$ cat src/rtl/fwd_ctrl_gen.sv
// fwd_ctrl_gen: ID-stage forwarding control.
// Keeps a shadow copy of the destination register, write enable and load flag
// of each instruction in EX, MM1, MM2 and WB. From that copy it drives the
// operand forwarding selects and the load-use stall.
//
// Ports:
//   clk, reset                      clock, synchronous active-high reset
//   id_valid, id_rj/rk, id_rj/rk_used   ID instruction and its source operands
//   id_rd, id_gr_we, id_is_load     ID instruction destination info
//   id_adv..wb_adv                  per-stage advance strobes
//   flush                           drop every in-flight entry
//   fwd_rj, fwd_rk                  forwarding selects (combinational)
//   id_stall                        ID must not advance (combinational)
module fwd_ctrl_gen #(
    parameter int unsigned REG_AW = 5,
    parameter int unsigned NSTG   = 4
) (
    input  logic              clk,
    input  logic              reset,
    input  logic              id_valid,
    input  logic [REG_AW-1:0] id_rj,
    input  logic [REG_AW-1:0] id_rk,
    input  logic              id_rj_used,
    input  logic              id_rk_used,
    input  logic [REG_AW-1:0] id_rd,
    input  logic              id_gr_we,
    input  logic              id_is_load,
    input  logic              id_adv,
    input  logic              ex_adv,
    input  logic              mm1_adv,
    input  logic              mm2_adv,
    input  logic              wb_adv,
    input  logic              flush,
    output logic [2:0]        fwd_rj,
    output logic [2:0]        fwd_rk,
    output logic              id_stall
);

    localparam int unsigned SEL_W = 3;

    localparam logic [SEL_W-1:0] FWD_GR      = 3'd0;
    localparam logic [SEL_W-1:0] FWD_EX      = 3'd1;
    localparam logic [SEL_W-1:0] FWD_MM1     = 3'd2;
    localparam logic [SEL_W-1:0] FWD_MM2_REG = 3'd3;
    localparam logic [SEL_W-1:0] FWD_MM2_MEM = 3'd4;
    localparam logic [SEL_W-1:0] FWD_WB      = 3'd5;

    typedef struct packed {
        logic              v;
        logic [REG_AW-1:0] rd;
        logic              we;
        logic              ld;
    } ent_t;

    // Index 0 = EX, 1 = MM1, 2 = MM2, 3 = WB.
    ent_t stg_q [NSTG];
    ent_t stg_d [NSTG];

    logic [NSTG-1:0]             adv;
    logic [NSTG-1:0]             v_vec;
    logic [NSTG-1:0]             we_vec;
    logic [NSTG-1:0]             ld_vec;
    logic [NSTG-1:0][REG_AW-1:0] rd_vec;
    logic [SEL_W:0]              res_rj;
    logic [SEL_W:0]              res_rk;
    logic                        cap;

    // Advance-out strobe of each tracked stage.
    assign adv = NSTG'({wb_adv, mm2_adv, mm1_adv, ex_adv});

    // Returns {hazard, select}. Walks oldest to youngest so the youngest hit
    // has the final say; a younger load hazard therefore masks older hits.
    function automatic logic [SEL_W:0] resolve(
        input logic [REG_AW-1:0]             r,
        input logic                          used,
        input logic [NSTG-1:0]               v,
        input logic [NSTG-1:0]               we,
        input logic [NSTG-1:0]               ld,
        input logic [NSTG-1:0][REG_AW-1:0]   rd
    );
        logic [SEL_W-1:0] sel;
        logic             haz;
        sel = FWD_GR;
        haz = 1'b0;
        for (int i = int'(NSTG) - 1; i >= 0; i--) begin
            if (used && (r != '0) && v[i] && we[i] && (rd[i] == r)) begin
                sel = FWD_GR;
                haz = 1'b0;
                case (i)
                    0:       if (ld[i]) haz = 1'b1; else sel = FWD_EX;
                    1:       if (ld[i]) haz = 1'b1; else sel = FWD_MM1;
                    2:       sel = ld[i] ? FWD_MM2_MEM : FWD_MM2_REG;
                    default: sel = FWD_WB;
                endcase
            end
        end
        return {haz, sel};
    endfunction

    // Flatten the shadow pipeline for the resolver.
    always_comb begin
        for (int i = 0; i < int'(NSTG); i++) begin
            v_vec[i]  = stg_q[i].v;
            we_vec[i] = stg_q[i].we;
            ld_vec[i] = stg_q[i].ld;
            rd_vec[i] = stg_q[i].rd;
        end
    end

    assign res_rj   = resolve(id_rj, id_rj_used, v_vec, we_vec, ld_vec, rd_vec);
    assign res_rk   = resolve(id_rk, id_rk_used, v_vec, we_vec, ld_vec, rd_vec);
    assign fwd_rj   = res_rj[SEL_W-1:0];
    assign fwd_rk   = res_rk[SEL_W-1:0];
    assign id_stall = id_valid & (res_rj[SEL_W] | res_rk[SEL_W]);

    // A stalled ID inserts a bubble instead of entering EX.
    assign cap = id_adv & id_valid & ~id_stall;

    // Shadow pipeline next state: load beats advance-out, else clear, else hold.
    always_comb begin
        for (int i = 0; i < int'(NSTG); i++) begin
            stg_d[i] = stg_q[i];
        end
        if (cap) begin
            stg_d[0] = '{v: 1'b1, rd: id_rd, we: id_gr_we, ld: id_is_load};
        end else if (adv[0]) begin
            stg_d[0].v = 1'b0;
        end
        for (int i = 1; i < int'(NSTG); i++) begin
            if (adv[i-1] && stg_q[i-1].v) begin
                stg_d[i] = stg_q[i-1];
            end else if (adv[i]) begin
                stg_d[i].v = 1'b0;
            end
        end
    end

    // Shadow pipeline registers; reset and flush both empty every stage.
    always_ff @(posedge clk) begin
        for (int i = 0; i < int'(NSTG); i++) begin
            if (reset || flush) begin
                stg_q[i] <= '0;
            end else begin
                stg_q[i] <= stg_d[i];
            end
        end
    end

endmodule

$ cat config.mk
export PLATFORM = sky130hd
export DESIGN_NAME = fwd_ctrl_gen
export DESIGN_NICKNAME = d
export VERILOG_FILES = /design/src/rtl/fwd_ctrl_gen.sv
export SDC_FILE = /design/constraint.sdc
export NUM_CORES = 1
export LEC_CHECK = 0
export ABC_AREA = 1
export BUFFER_PORTS_ARGS = -buffer_cell sky130_fd_sc_hd__buf_2
export CELL_PAD_IN_SITES_DETAIL_PLACEMENT = 0
export CELL_PAD_IN_SITES_GLOBAL_PLACEMENT = 2
export CORE_UTILIZATION = 32
export CTS_CLUSTER_DIAMETER = 120
export CTS_CLUSTER_SIZE = 28
export DETAILED_ROUTE_END_ITERATION = 16
export PLACE_DENSITY = 0.95
export SETUP_SLACK_MARGIN = 0.3
export SLEW_MARGIN = 25
export SYNTH_ARGS = -nofsm -noshare
export SYNTH_HDL_FRONTEND = slang
export SYNTH_SLANG_ARGS = --single-unit
$ cat constraint.sdc
create_clock -name clk -period 3.8 [get_ports clk]
set_input_delay 0.76 -clock clk [delete_from_list [all_inputs] [get_ports clk]]
set_output_delay 0.76 -clock clk [all_outputs]
set_load 0.05 [all_outputs]
==> impl_metrics.json <==
{
  "area_growth_pct": 15.9,
  "design_area_mm2": 0.00233,
  "grt_pass1_wl_um": 8890,
  "die_h_um": 81.2,
  "numCtsBuffers": 5,
  "critPathTopFamily": "simple AND/OR/NAND/NOR gates",
  "period_minus_slack_ns": 2.98,
  "ctsRootBufferMaster": "clkbuf_8",
  "p_total_uw": 689,
  "finalClockSkew_ns": 0.00516,
  "fillers": 680,
  "maxCapViolCount": 0,
  "boundaryPins": 35,
  "switchingPower_uw": 198,
  "setup_violations": 0,
  "wl_per_cell_um": 12.9,
  "row_count": 28,
  "antenna_found_initial": 0,
  "tritoncts": "done",
  "fmax_ghz": 0.336,
  "ys.flop_type": "dfxtp_1",
  "tightest_slew_ns": 0.428,
  "first_global_vias": 1813,
  "arrival_ns": 2.22,
  "fin_crit_sh_pct": 78.4,
  "routabilityCongestion": 0.903,
  "setup_ws_ns": 0.822,
  "power.density_mw_per_mm2": 296,
  "ant_nets": 0,
  "combinationalPowerShare_pct": 13.2,
  "internal_power_uw": 490,
  "cts_setup_buffers": 0,
  "hold_buffers": 0,
  "cts_resized": 0,
  "ys_seq_area_share_pct": 30.9,
  "fin_hold_ws_ns": 0.473,
  "grt-ovfl-total": 0,
  "vias": 2031,
  "wl_um": 5490,
  "synth_nets": 343,
  "synth_cell_type_count": 30,
  "start_util_pct": 33.5,
  "hold_violations": 0,
  "yosys_register_bits": 31,
  "worstPathCellList": "buf_2 -> xnor2_1 -> nand3_1 -> nor3_1 -> nand3_1 -> o21ai_0 -> nand3_1 -> a21oi_1 -> buf_2",
  "worst-path-max-fanout": 6,
  "largest_reg_flops": 31,
  "slowest_stage": "buf_2",
  "cpMostUsedCell": "nand3_1",
  "critPathKind": "in -> out",
  "rsz0062_at_grt": "false",
  "drv_slew": 0,
  "stdcell_count": 424,
  "core_mm2": 0.00599,
  "clock_sinks": 31,
  "synth_top_cell_area_share_pct": 30.9,
  "top_register": "stg_q",
  "avgSynthCellArea_um2": 6.37,
  "synth-edff-count": 0,
  "p_leak_nw": 1.10,
  "synthCells": 315,
  "cp-end-kind": "primary output",
  "place_ws_ns": 0.782,
  "drt_iter0_drc": 122,
  "power.share.sequential_pct": 48.3,
  "clk_latency_ns": 0.28,
  "status": "finished clean",
  "die-width_um": 81.2,
  "drive_gt1_share_pct": 18.3,
  "portBuffers": 34,
  "first_pass_iters": 4,
  "grtUsageTotal_pct": 18.2,
  "antenna_cells": 0,
  "pwr-share-clk_pct": 38.5,
  "drc": 0,
  "max_stage_delay_ns": 0.28,
  "critPathLaunchType": "input pin",
  "synth_area_leader_cell": "dfxtp_1",
  "cts.path.max_buffers": 2,
  "grt_max_degree": 28,
  "critPathBufInv": 2,
  "synthTopCellsByArea": "dfxtp_1 31%, nand2_1 13%, inv_1 8.6%",
  "worstPathRequired_ns": 3.04,
  "ys_warn_count": 0,
  "dieArea_mm2": 0.00659,
  "hp-class": "reg -> reg",
  "clk_pin_slew_ns": 0.07,
  "postLayoutCoreUtil_pct": 38.8,
  "final_common_cell": "nand2_1",
  "ir_drop_uv": 175,
  "power.share.switching_pct": 28.8,
  "dp_hpwl_um": 4310,
  "nNetsFinal": 376,
  "synthArstFlopShare_pct": 0,
  "max_slew_margin_pct": 71.4,
  "reg.largest.list": "stg_q: 31 flops",
  "synth_area_mm2": 0.00201,
  "place_inst": 416,
  "via_per_inst": 4.79,
  "fin_tns_setup_ns": 0,
  "most-common-layout-cells": "68 x nand2_1, 46 x inv_1, 34 x buf_2",
  "placed_cell_area_mm2": 0.00224,
  "htreeDepth": 2
}
[layer usage]
metal / wire, um / share of wire, % / track usage (%)
met5: 0 / 0 / 0
met4: 76 / 1.4 / 5.71
met3: 174 / 3.2 / 3.48
met2: 2590 / 47 / 29.4
met1: 2650 / 48 / 24.2
[worst reg2reg max path, stage by stage, from the launching register on]
cell,delay (ns)
dfxtp_1,0.47
xor2_1,0.12
nor3_1,0.24
nand3_1,0.19
nand2_4,0.18
nand3_4,0.15
nand2_1,0.09
inv_1,0.04
nor2_1,0.08
[cells by family after synthesis]
group	Yosys count	synth area share [%]
buf+inv	65	12.5
xor+xnor	13	6.05
flops	31	30.9
compound gates	65	16.9
simple gates	141	33.6
[power groups by stage]
stage               Combinational, mW  Clock [mW]  Sequential [mW]
global route                    0.104       0.287            0.332
CTS                            0.0922       0.273            0.332
finish                         0.0911       0.265            0.332
global placement               0.0915           0            0.340
floorplan                      0.0597           0            0.339
detailed placement             0.0918           0            0.340
[cell type report]
type | count | area, um2 | area share (%)
inverters | 56 | 210 | 9.04
repair buffers | 35 | 178 | 7.64
flip-flops and latches | 31 | 621 | 26.7
well taps | 75 | 93.8 | 4.03
clock inverters | 3 | 20.0 | 0.861
clock buffers | 5 | 68.8 | 2.96
multi-input cells | 219 | 1130 | 48.8
[worst paths after layout]
kind	slack [ns]	cells after the start	to	startpoint
worst max-delay path	0.82	9	fwd_rk[0]	id_rk[2]
worst max register to register	2.19	8	stg_q[0][1]	stg_q[0][4]
worst min register to register	0.47	2	stg_q[1][15]	stg_q[1][15]
worst min-delay path	0.47	2	stg_q[1][15]	stg_q[1][15]
[synth_stat cells (2+ instances only)]
library cell	count
o21ai_1	3
a21oi_1	27
inv_2	10
o22ai_1	5
nor2_1	29
nor3_1	6
dfxtp_1	31
nand2_1	68
nand4_1	11
o21ai_0	27
nor2_2	2
inv_1	46
xor2_1	11
clkbuf_1	5
nand3_1	16
buf_2	3
a211oi_1	2
No activity file was read; power rests on OpenSTA's default activity.
